<file path="src/rtl/pipeline_hazard_ctrl_pkg.sv">
// Shared definitions for the pipeline hazard controller.
// Holds the controller state encodings, default parameter values and a
// small helper used to size the stall/flush down-counter.
package pipeline_hazard_ctrl_pkg;

  localparam int DEF_REG_ADDR_WIDTH = 4;
  localparam int DEF_LOAD_STALL     = 1;
  localparam int DEF_FLUSH_CYCLES   = 1;
  localparam int DEF_CNT_WIDTH      = 16;

  typedef enum logic [1:0] {
    HZ_RUN   = 2'd0,
    HZ_STALL = 2'd1,
    HZ_FLUSH = 2'd2,
    HZ_HALT  = 2'd3
  } hz_state_t;

  function automatic int max_int(input int a, input int b);
    return (a > b) ? a : b;
  endfunction

endpackage

</file>
<file path="src/rtl/pipeline_hazard_ctrl_sat_counter.sv">
// sat_counter: up-counter that sticks at all-ones.
// Ports:
//   clk   - clock, rising edge
//   RST   - asynchronous active-high reset, clears the count
//   inc   - count enable for this cycle
//   count - current value
module sat_counter #(
  parameter int WIDTH = 16
) (
  input  logic             clk,
  input  logic             RST,
  input  logic             inc,
  output logic [WIDTH-1:0] count
);

  logic [WIDTH-1:0] r_count;

  always_ff @(posedge clk or posedge RST) begin
    if (RST) begin
      r_count <= '0;
    end else if (inc && (r_count != '1)) begin
      r_count <= r_count + WIDTH'(1);
    end
  end

  assign count = r_count;

endmodule

</file>
<file path="src/rtl/pipeline_hazard_ctrl.sv">
// pipeline_hazard_ctrl: load-use / taken-branch hazard controller with
// debugger halt and saturating performance counters.
// Ports:
//   clk, RST                    - clock and asynchronous active-high reset
//   A_addr, B_addr, a_used, b_used - decode-stage source operands
//   ex_is_load, ex_reg_we, ex_reg_addr - execute-stage destination info
//   pc_chg                      - taken branch resolved in stage 3
//   halt_req                    - level request to freeze the pipeline
//   stall_p1, stall_p2          - hold PC/IF and ID registers
//   bubble_p3                   - inject NOP into stage 3
//   flush_p12                   - squash IF and ID
//   halted                      - frozen by halt
//   stall_cnt, flush_cnt        - saturating performance counters
module pipeline_hazard_ctrl
  import pipeline_hazard_ctrl_pkg::*;
#(
  parameter int REG_ADDR_WIDTH = DEF_REG_ADDR_WIDTH,
  parameter int LOAD_STALL     = DEF_LOAD_STALL,
  parameter int FLUSH_CYCLES   = DEF_FLUSH_CYCLES,
  parameter int CNT_WIDTH      = DEF_CNT_WIDTH
) (
  input  logic                      clk,
  input  logic                      RST,
  input  logic [REG_ADDR_WIDTH-1:0] A_addr,
  input  logic [REG_ADDR_WIDTH-1:0] B_addr,
  input  logic                      a_used,
  input  logic                      b_used,
  input  logic                      ex_is_load,
  input  logic                      ex_reg_we,
  input  logic [REG_ADDR_WIDTH-1:0] ex_reg_addr,
  input  logic                      pc_chg,
  input  logic                      halt_req,
  output logic                      stall_p1,
  output logic                      stall_p2,
  output logic                      bubble_p3,
  output logic                      flush_p12,
  output logic                      halted,
  output logic [CNT_WIDTH-1:0]      stall_cnt,
  output logic [CNT_WIDTH-1:0]      flush_cnt
);

  localparam int SEQ_W = $clog2(max_int(LOAD_STALL, FLUSH_CYCLES) + 1);
  localparam logic [SEQ_W-1:0] STALL_LOAD = SEQ_W'(LOAD_STALL - 1);
  localparam logic [SEQ_W-1:0] FLUSH_LOAD = SEQ_W'(FLUSH_CYCLES - 1);
  localparam logic [SEQ_W-1:0] SEQ_ONE    = SEQ_W'(1);

  hz_state_t        r_state;
  logic [SEQ_W-1:0] r_remain;

  logic w_hazard;
  logic w_stall;
  logic w_flush;
  logic w_halted;
  logic w_flush_evt;

  // Register 0 is an ordinary register here, so no zero-address exemption.
  assign w_hazard = ex_is_load & ex_reg_we &
                    ((a_used & (A_addr == ex_reg_addr)) |
                     (b_used & (B_addr == ex_reg_addr)));

  // RUN is Mealy; STALL only reacts to pc_chg; FLUSH/HALT are pure state decodes.
  always_comb begin
    w_stall  = 1'b0;
    w_flush  = 1'b0;
    w_halted = 1'b0;
    case (r_state)
      HZ_RUN: begin
        if (pc_chg)        w_flush = 1'b1;
        else if (w_hazard) w_stall = 1'b1;
      end
      HZ_STALL: begin
        if (pc_chg) w_flush = 1'b1;
        else        w_stall = 1'b1;
      end
      HZ_FLUSH: w_flush = 1'b1;
      HZ_HALT: begin
        w_stall  = 1'b1;
        w_halted = 1'b1;
      end
      default: ;
    endcase
  end

  // Continuing FLUSH cycles belong to an event already counted.
  assign w_flush_evt = w_flush & (r_state != HZ_FLUSH);

  always_ff @(posedge clk or posedge RST) begin
    if (RST) begin
      r_state  <= HZ_RUN;
      r_remain <= '0;
    end else begin
      case (r_state)
        HZ_RUN: begin
          if (pc_chg) begin
            if (FLUSH_CYCLES > 1) begin
              r_state  <= HZ_FLUSH;
              r_remain <= FLUSH_LOAD;
            end
          end else if (w_hazard) begin
            if (LOAD_STALL > 1) begin
              r_state  <= HZ_STALL;
              r_remain <= STALL_LOAD;
            end
          end else if (halt_req) begin
            r_state <= HZ_HALT;
          end
        end
        HZ_STALL: begin
          // A taken branch abandons the stall and restarts as a flush.
          if (pc_chg) begin
            if (FLUSH_CYCLES > 1) begin
              r_state  <= HZ_FLUSH;
              r_remain <= FLUSH_LOAD;
            end else begin
              r_state  <= HZ_RUN;
              r_remain <= '0;
            end
          end else begin
            r_remain <= r_remain - SEQ_ONE;
            if (r_remain == SEQ_ONE) r_state <= HZ_RUN;
          end
        end
        HZ_FLUSH: begin
          r_remain <= r_remain - SEQ_ONE;
          if (r_remain == SEQ_ONE) r_state <= HZ_RUN;
        end
        HZ_HALT: begin
          if (!halt_req) r_state <= HZ_RUN;
        end
        default: r_state <= HZ_RUN;
      endcase
    end
  end

  // RUN decodes are combinational from inputs, so force them low during reset.
  assign stall_p1  = w_stall & ~RST;
  assign stall_p2  = w_stall & ~RST;
  assign bubble_p3 = w_stall & ~RST;
  assign flush_p12 = w_flush & ~RST;
  assign halted    = w_halted & ~RST;

  sat_counter #(.WIDTH(CNT_WIDTH)) u_stall_cnt (
    .clk   (clk),
    .RST   (RST),
    .inc   (stall_p2),
    .count (stall_cnt)
  );

  sat_counter #(.WIDTH(CNT_WIDTH)) u_flush_cnt (
    .clk   (clk),
    .RST   (RST),
    .inc   (w_flush_evt & ~RST),
    .count (flush_cnt)
  );

endmodule
</file>
<file path="config.mk">
export PLATFORM = sky130hd
export DESIGN_NAME = pipeline_hazard_ctrl
export DESIGN_NICKNAME = d
export VERILOG_FILES = /design/src/rtl/pipeline_hazard_ctrl_pkg.sv /design/src/rtl/pipeline_hazard_ctrl_sat_counter.sv /design/src/rtl/pipeline_hazard_ctrl.sv
export SDC_FILE = /design/constraint.sdc
export NUM_CORES = 1
export LEC_CHECK = 0
export ABC_AREA = 1
export CORE_MARGIN = 10
export CORE_UTILIZATION = 40
export DETAILED_ROUTE_END_ITERATION = 8
export GPL_ROUTABILITY_DRIVEN = 0
export GPL_TIMING_DRIVEN = 0
export HOLD_SLACK_MARGIN = 0.02
export PLACE_DENSITY_LB_ADDON = 0.08
export SLEW_MARGIN = 20
export SYNTH_ARGS = -nofsm -noshare
export SYNTH_HDL_FRONTEND = slang
export SYNTH_HIERARCHICAL = 1
export SYNTH_SLANG_ARGS = --single-unit
</file>
<file path="constraint.sdc">
create_clock -name clk -period 1.9 [get_ports clk]
set_input_delay 0.38 -clock clk [delete_from_list [all_inputs] [get_ports clk]]
set_output_delay 0.38 -clock clk [all_outputs]
set_load 0.02 [all_outputs]
</file>
==> results.md, run 1 <==
- Status: complete, but fails checks
- Violated checks: setup timing
- Hold Vio Cnt, Final: 0
- Row cnt: 29
- Final setup viols: 4
- CP startpoint kind: flip-flop
- Antenna diode count: 0
- DRT antenna net count: 0
- Clk sinks: 35
- Die ar.: 10,200 um^2
- Slew margin rel.: 0.544
- Top_reg_cell synth: dfrtp_1
- Crit path time final: 1.98 ns
- Leak pwr: 1.55 nW
- Synth cell count leaders: 136 x nand2_1, 46 x inv_1, 37 x nor2_1, 35 x dfrtp_1, 20 x nand3_1
- Layout Nets: 480
- Kind of critical path: reg2out
- Area growth, synth to finish: 33.4%
- Synth Area per Inst: 6.90 um^2
- Req. time, crit path: 1.52 ns
- Peak supply drop: 672 uV
- Min-delay worst type: in2async
- CP max FO: 4
- Layout filler cell count: 644
- Routed vias/inst: 4.84
- All-layer global routing usage: 0.134
- Post-synth design cell area: 2610 um^2
- Dominant cells by area after synthesis: dfrtp_1 34%, nand2_1 20%, inv_1 6.6%
- Clock Skew: 0.0125 ns
- Setup ws final: -0.0764 ns
- Period utilisation layout: 1.04
- H-tree Lvls: 2
- R2r setup slk: -0.02 ns
- Root Driver: clkbuf_8
- First-pass GRT wire length: 11,200 um
- Fraction of layout cells with a size suffix above 1: 0.236
- Worst-skew pair later-pin latency: 0.29 ns
- Fmax: 506 MHz
- Netlist cell types: 25
- Drt first pass iters: 4
- Arr. time, crit path: 1.60 ns
- Drt first-iter violations: 121
- Synth async-reset ratio: 1.00
- Yosys top cell area share: 0.335
- Initial core utilization: 0.412
- Crit. End Element: primary output
- Warnings, synthesis: 6
- DP Area: 3280 um^2
- #FFs+latches synth: 35
- Total I/O pin count: 57
- Most common cell in the netlist: nand2_1
- Critical R2R Launch: r_state[1]
- TritonCTS clock tree: built
- Post-synthesis sequential area ratio: 0.335
- Pin count of the biggest net entering global routing: 17
- Num CTS Buffers: 5
- Worst hold slack: 0.102 ns
- Post-place setup slack: -0.962 ns
- Cell Pwr Density: 1150 nW/um^2
- Drt total wl: 6870 um
- Synthesized net count: 406
- Gr ovfl total: 0
- Pins over their slew limit: 0
- R2r worst-path depth: 13
- Initial antenna violation count: 0
- Leading area contributor after synthesis: dfrtp_1
- Core area: 6350 um^2
- Deepest clock path buffer count: 2
- DR DRC count: 0
- Post-synthesis instance total: 379
- Max_cap viols: 0
- Fin area: 3490 um^2
- Die Width: 101 um
- RR Endpoint: u_stall_cnt/count[13]
- Vert. Die Dim: 101 um
- Vias in the first global route: 2,384
- Routed WL per cell: 13.0 um
- RSZ-0062 raised after global routing: true
- Port Buffer Count: 56
- Clock transition at the registers of the reported paths: 0.06 ns
- Worst-margin pin slew: 0.684 ns
- Via count: 2,563
- DP HPWL: 5070 um
- Number of flops mapped to enable cells by yosys: 0
-- critical path, stage by stage, from the launching register on --
cell and delay [ns]:
dfrtp_2 0.45, buf_4 0.16, ha_2 0.20, a21oi_2 0.18, a21oi_4 0.10, buf_6 0.12
buf_6 0.12
-- where the power goes --
group	total (mW)	switching (mW)	internal (mW)
combinational	2.14	1.16	0.978
clock	0.570	0.285	0.285
sequential	1.28	0.317	0.964
-- routing by layer --
metal | wire length, um | GRT usage | vias up
met5 | 0 | 0 | -
met4 | 59 | 0.0359 | 0
met3 | 500 | 0.0473 | 6
met2 | 3100 | 0.204 | 52
met1 | 3210 | 0.174 | 1172
li1 | - | - | 1333
-- state kept, by name (all words and copies together) (netlist names) --
name	flops
r_remain	1
r_state	2
u_flush_cnt/count	16
u_stall_cnt/count	16
-- per-stage QoR --
step	setup TNS, ns	total power [mW]	utilization	std cells
6_report	-0.219	3.99	0.549	530
5_1_grt	-1.73	4.31	0.549	530
4_1_cts	-0.344	3.88	0.540	523
3_5_place_dp	-12.90	3.20	0.517	512
3_3_place_gp	-12.60	3.18	0.517	512
2_1_floorplan	0	2.47	-	379
-- timing repair --
action / CTS / global route
endpoints found under the setup margin: 19 / 32
gates resized for setup: 58 / 27
hold buffers: 0 / 0
pin swaps: 17 / 19
buffers inserted: 4 / 7
-- worst max-delay path by stage --
stage | startpoint | to | slack, ns | cells after the start
after floorplan | r_state[0] | u_stall_cnt/count[13] | 0.03 | 11
after global placement | ex_reg_addr[1] | stall_p2 | -0.95 | 11
after detailed placement | ex_reg_addr[1] | stall_p1 | -0.96 | 11
after CTS | r_state[0] | stall_p1 | -0.12 | 6
after global routing | r_state[1] | stall_p1 | -0.15 | 6
final | r_state[0] | stall_p1 | -0.08 | 6
-- cell usage in the layout, fill, tap and decap left out, types with 7 or more instances in the layout --
cell type,count
o21ai_2,12
dfrtp_1,33
clkbuf_2,7
nand4_1,13
inv_2,8
nor2_4,10
nor2_1,32
buf_4,9
nand3_1,20
nand2_1,135
nand2_2,15
clkdlybuf4s50_1,36
nor2_2,12
inv_1,39
o21ai_1,8
-- final cells by class --
cell class,count,area [um^2],area share
Clock inverter,1,5.00,0.00144
Inverter,49,189,0.0542
Clock buffer,6,82.6,0.0237
Tap cell,77,96.3,0.0276
Sequential cell,35,878,0.252
Multi-Input combinational cell,291,1580,0.452
Buffer,4,52.6,0.0151
Timing Repair Buffer,67,606,0.174
-- cell families (layout without fill, tap and decap cells) --
family | count (synthesis) | in the layout | synth area share
compound gates | 29 | 29 | 0.0756
xor+xnor | 10 | 10 | 0.0335
fa+ha+maj | 7 | 7 | 0.0335
buf+inv | 53 | 127 | 0.0876
flops | 35 | 35 | 0.335
simple gates | 245 | 245 | 0.435
Power figures use the tool's default switching activity.
==> run 2: changes to the inputs <==
==> constraint.sdc (replaced) <==
create_clock -name clk -period 2.55 [get_ports clk]
set_input_delay 0.51 -clock clk [delete_from_list [all_inputs] [get_ports clk]]
set_output_delay 0.51 -clock clk [all_outputs]
set_load 0.02 [all_outputs]
==> run 2 against run 1 <==
Compared with the run above:
- the run now ends clean
- register-to-register slack better by 0.38 ns
- global-route usage is 0.11 points higher
- die area stayed put
- combinational power is 33% lower
- cell area is 1.0% lower
- critical path depth is 4 higher
- sequential power is 26% lower
- via count is 2.7% lower
- hold slack better by 0.43 ns
- power is 26% lower
- critical path type is now in2out
- largest cell class unchanged
- highest routed layer unchanged
==> results.md, run 2 (same netlist as run 1, synthesis figures left out) <==
- Status: finished, final reports clean
- Area growth, synth to finish: 32.0%
- Fmax: 417 MHz
- Root Driver: clkbuf_8
- Worst-margin pin slew: 0.655 ns
- Drt first pass iters: 4
- Die Width: 101 um
- Peak supply drop: 477 uV
- Vert. Die Dim: 101 um
- Critical R2R Launch: r_state[0]
- Num CTS Buffers: 5
- R2r worst-path depth: 12
- DRT antenna net count: 0
- Pins over their slew limit: 0
- Period utilisation layout: 0.941
- Crit. End Element: primary output
- All-layer global routing usage: 0.135
- Worst-path cell chain: clkdlybuf4s50_1 -> nand2_1 -> nand2_1 -> nor2_1 -> nand3_1 -> nand2_2 -> nand4_1 -> a21oi_4 -> buf_6 -> buf_6
- Routed WL per cell: 12.7 um
- DR DRC count: 0
- TritonCTS clock tree: built
- Layout Nets: 472
- Pin count of the biggest net entering global routing: 17
- Req. time, crit path: 2.04 ns
- Post-place setup slack: -0.707 ns
- Worst hold start: u_flush_cnt/count[1]
- RR Endpoint: u_stall_cnt/count[13]
- Slew margin rel.: 0.563
- H-tree Lvls: 2
- Die ar.: 10,200 um^2
- Worst-skew pair later-pin latency: 0.29 ns
- Core area: 6350 um^2
- Final setup viols: 0
- Setup TNS: 0 ns
- Final core occ: 0.543
- Row cnt: 29
- CP Launch Point: A_addr[3]
- Initial core utilization: 0.412
- Clk sinks: 35
- CP startpoint kind: primary input
- WHS Endpoint: u_flush_cnt/count[1]
- Crit-path slowest cell: clkdlybuf4s50_1
- Gr ovfl total: 0
- Via count: 2,495
- DP HPWL: 5000 um
- Pwr Total: 2.97 mW
- Clock Skew: 0.00514 ns
- Port Buffer Count: 56
- Drt total wl: 6630 um
- Antenna diode count: 0
- Kind of critical path: in2out
- Arr. time, crit path: 1.89 ns
- Initial antenna violation count: 0
- Hold-fix buffers, CTS: 0
- CP peak stage delay: 0.42 ns
- Most frequent cells in the layout: 136 x nand2_1, 45 x inv_1, 44 x clkdlybuf4s50_1
- CP max FO: 4
- Setup ws final: 0.151 ns
- Min-delay worst type: reg2reg
- Crit path time final: 2.40 ns
- Max_cap viols: 0
- Fraction of layout cells with a size suffix above 1: 0.152
- Cell Pwr Density: 862 nW/um^2
- Hold depth: 2
- Leading cell type in the layout, fill and taps excluded: nand2_1
- RSZ-0062 raised after global routing: false
- Hold Vio Cnt, Final: 0
- Leak pwr: 1.56 nW
- First-pass GRT wire length: 11,500 um
- R2r setup slk: 0.36 ns
- Clock transition at the registers of the reported paths: 0.07 ns
- Total I/O pin count: 57
- Routed vias/inst: 4.77
- Drt first-iter violations: 162
- Vias in the first global route: 2,387
- Deepest clock path buffer count: 2
-- run 2: worst max-delay path: cells and delay by family --
kind	cells	cell delay, ns
and+or+nand+nor	6	0.53
buffers and inverters	3	0.64
AOI/OAI and AO/OA	1	0.21
-- run 2: through the flow --
stage / std cells / instance area, um^2 / hold slack, ns
finish: 523 / 3450 / 0.530
CTS: 522 / 3410 / 0.534
detailed placement: 512 / 3270 / 0.513
global route: 523 / 3450 / 0.565
floorplan: 379 / 2610 / 0.264
global placement: 512 / 3270 / 0.514
-- run 2: repair_timing --
item / in CTS / in global routing
buffers inserted: 2 / 1
resized for setup: 19 / 11
pin swaps: 3 / 5
cloned: 0 / 0
setup endpoints to repair: 3 / 3
-- run 2: cell type report --
class                   instances  area (um^2)
plain buffers                   4         52.6
repair buffers                 59          588
flip-flops and latches         35          876
clock inverters                 2         60.1
fillers                       594         2900
multi-input cells             291         1520
clock buffers                   6         72.6
inverters                      49          184
well taps                      77         96.3
-- run 2: how the worst max path moves through the flow --
stage	end	slack, ns	cells past startpoint
global route	stall_p2	0.008	10
finish	stall_p1	0.15	10
global placement	stall_p1	-0.72	11
CTS	stall_p1	0.003	11
floorplan	u_stall_cnt/count[13]	0.21	11
detailed placement	stall_p1	-0.71	11
-- run 2: per-layer routing --
| layer | share of wire | wire length, um | up-vias | global-route usage |
|---|---|---|---|---|
| met5 | 0 | 0 | - | 0 |
| met4 | 0.010 | 68 | 0 | 0.0424 |
| met3 | 0.080 | 529 | 7 | 0.0418 |
| met2 | 0.43 | 2830 | 56 | 0.204 |
| met1 | 0.48 | 3200 | 1109 | 0.178 |
| li1 | - | - | 1323 | - |
-- run 2: power by group --
group	total (mW)	leakage [nW]	switching (mW)	internal (mW)
Sequential	0.948	0.457	0.232	0.715
Clock	0.602	0.0654	0.211	0.391
Combinational	1.43	1.04	0.803	0.622
Total	2.97	1.56	1.25	1.73
==> run 3: changes to the inputs <==
--- a/config.mk
+++ b/config.mk
@@ -12,9 +12,9 @@
 export GPL_ROUTABILITY_DRIVEN = 0
 export GPL_TIMING_DRIVEN = 0
 export HOLD_SLACK_MARGIN = 0.02
+export MAX_ROUTING_LAYER = met4
 export PLACE_DENSITY_LB_ADDON = 0.08
 export SLEW_MARGIN = 20
 export SYNTH_ARGS = -nofsm -noshare
 export SYNTH_HDL_FRONTEND = slang
-export SYNTH_HIERARCHICAL = 1
 export SYNTH_SLANG_ARGS = --single-unit
==> run 3 against run 2 <==
Compared with the run above:
- area after synthesis shrank 13%
- sequential share of layout area grew 3.1 points
- sequential power shrank 20%
- setup slack lost 0.029 ns
- cell area shrank 11%
- clock-buffer cell count is the same
- utilization grew 1.4 points
- final cell count shrank 15%
==> results.md, run 3 <==
- Cell Pwr Density: 666 nW/um^2
- Leak pwr: 1.51 nW
- Netlist cell types: 26
- Clock transition at the registers of the reported paths: 0.07 ns
- RR Endpoint: u_stall_cnt.count[0]
- Most frequent cells in the layout: 83 x nand2_1, 47 x clkdlybuf4s50_1, 39 x inv_1
- Via count: 2,124
- Delay-heaviest family, CP: buffers and inverters
- Routed vias/inst: 4.78
- Vert. Die Dim: 95.4 um
- Hold-fix buffers, CTS: 0
- Finished Layout Cells: 444
- Status: finished, final reports clean
- Core area: 5510 um^2
- Die Width: 95.4 um
- Placed Cells: 434
- #FFs+latches synth: 35
- Slew margin rel.: 0.679
- Peak supply drop: 511 uV
- Most common cell in the netlist: nand2_1
- Dominant cells by area after synthesis: dfrtp_1 39%, nand2_1 14%, xor2_1 6.9%
- Synthesized net count: 332
- Min-delay worst type: in2async
- Pin count of the biggest net entering global routing: 34
- Post-synthesis instance total: 305
- Critical Path Most Common Cell: buf_4
- Fraction of layout cells with a size suffix above 1: 0.0860
- Warnings, synthesis: 0
- TritonCTS clock tree: built
- Num CTS Buffers: 5
- Top_reg_cell synth: dfrtp_1
- Vias in the first global route: 2,159
- Port Buffer Count: 56
- Row cnt: 27
- Buffers and inverters on the worst path: 4
- Antenna diode count: 0
- Crit. End Element: primary output
- All-layer global routing usage: 0.138
- Worst-margin pin slew: 0.481 ns
- Drt total wl: 5740 um
- Crit-path slowest cell: clkdlybuf4s50_1
- Synth cell count leaders: 84 x nand2_1, 40 x inv_1, 35 x dfrtp_1, 30 x nor2_1, 22 x nand4_1
- Kind of critical path: in2out
- Worst-skew pair later-pin latency: 0.28 ns
- Area growth, synth to finish: 35.1%
- CP max FO: 4
- Total I/O pin count: 57
- DR DRC count: 0
- Die ar.: 9100 um^2
- Arr. time, crit path: 1.92 ns
- Initial antenna violation count: 0
- Setup TNS: 0 ns
- Clk sinks: 35
- Leading area contributor after synthesis: dfrtp_1
- Post-synthesis sequential area ratio: 0.385
- Routed WL per cell: 12.9 um
- DP HPWL: 4440 um
- Layout Nets: 398
- First-pass GRT wire length: 9930 um
- Crit path time final: 2.43 ns
- Req. time, crit path: 2.04 ns
- R2r setup slk: 0.65 ns
- Drt first-iter violations: 100
- Drt first pass iters: 4
- DRT antenna net count: 0
- Yosys top cell area share: 0.385
- Root Driver: clkbuf_8
- Gr ovfl total: 0
- Worst-path cell chain: clkdlybuf4s50_1 -> inv_1 -> a21oi_1 -> a21boi_4 -> buf_4 -> buf_4
- Pins over their slew limit: 0
- Initial core utilization: 0.413
- Fmax: 412 MHz
- Hold Vio Cnt, Final: 0
- Worst hold slack: 0.502 ns
- CP peak stage delay: 0.52 ns
- Deepest clock path buffer count: 2
- Number of flops mapped to enable cells by yosys: 0
- CP startpoint kind: primary input
- Synth async-reset ratio: 1.00
- Leading cell type in the layout, fill and taps excluded: nand2_1
- H-tree Lvls: 2
- R2r worst-path depth: 11
- Synth Area per Inst: 7.45 um^2
- Max_cap viols: 0
- Final setup viols: 0
- Critical R2R Launch: r_state[1]
- Clock Skew: 0.00383 ns
- Post-synth design cell area: 2270 um^2
- Period utilisation layout: 0.952
==> run 3: cell count changes after synthesis, moves of 3 or more <==
cell and delta:
nand2_1 -52, xor2_1 +14, nand2_2 -13, o21ai_2 -12, nor2_4 -10, nand4_1 +9
nor3_1 +9, o21ai_1 -8, nor2_1 -7, nor2_2 -7, inv_1 -6, xnor2_1 +4
buf_2 +3, nand3b_1 -3
==> run 3: cell families (layout without fill, tap and decap cells) <==
logic type      count (synthesis)  count (layout)  share of synthesized area
buf+inv                        49             116                     0.0908
xor+xnor                       28              28                      0.108
flops                          35              35                      0.385
fa+ha+maj                       7               7                     0.0385
compound gates                 11              11                     0.0264
simple gates                  175             175                      0.351
==> run 3: area by class of cell <==
type                    instances  area (um^2)
well taps                      72         90.1
multi-input cells             221         1220
inverters                      41          154
fillers                       523         2440
flip-flops and latches         35          876
clock buffers                   6         72.6
repair buffers                 59          593
plain buffers                   8         55.1
clock inverters                 2         12.5
==> run 3: how the worst max path moves through the flow <==
stage,slack [ns],end,start,depth (start not counted)
final,0.12,stall_p1,pc_chg,6
after global routing,-0.005,stall_p2,B_addr[1],11
after CTS,0.01,stall_p1,ex_reg_addr[0],11
after detailed placement,-0.67,stall_p1,ex_reg_addr[2],11
after global placement,-0.96,flush_p12,RST,5
after floorplan,0.08,stall_p1,r_state[0],6
==> run 3: routing by layer <==
metal / share of wire / track usage / routed length [um]
met5: 0 / - / 0
met4: 0.014 / 0.0467 / 80
met3: 0.046 / 0.0322 / 261
met2: 0.51 / 0.234 / 2910
met1: 0.43 / 0.157 / 2480
==> run 3: where the power goes <==
group          switching (mW)  internal [mW]
logic                   0.514          0.378
clock network           0.206          0.191
registers               0.110          0.645
==> run 3: timing repair <==
item / 4_1_cts / 5_1_grt
pin swaps: 1 / 1
resized for setup: 18 / 10
setup buffers: 0 / 2
endpoints found under the setup margin: 3 / 4
==> run 3: per-stage QoR <==
stage / setup slack [ns] / instance area, um^2 / utilization / total power [mW]
CTS: 0.0126 / 3020 / 0.549 / 2.05
global placement: -0.964 / 2920 / 0.531 / 1.62
floorplan: 0.0757 / 2270 / - / 1.30
finish: 0.121 / 3070 / 0.558 / 2.04
global route: -0.00521 / 3070 / 0.558 / 2.21
detailed placement: -0.666 / 2940 / 0.535 / 1.64
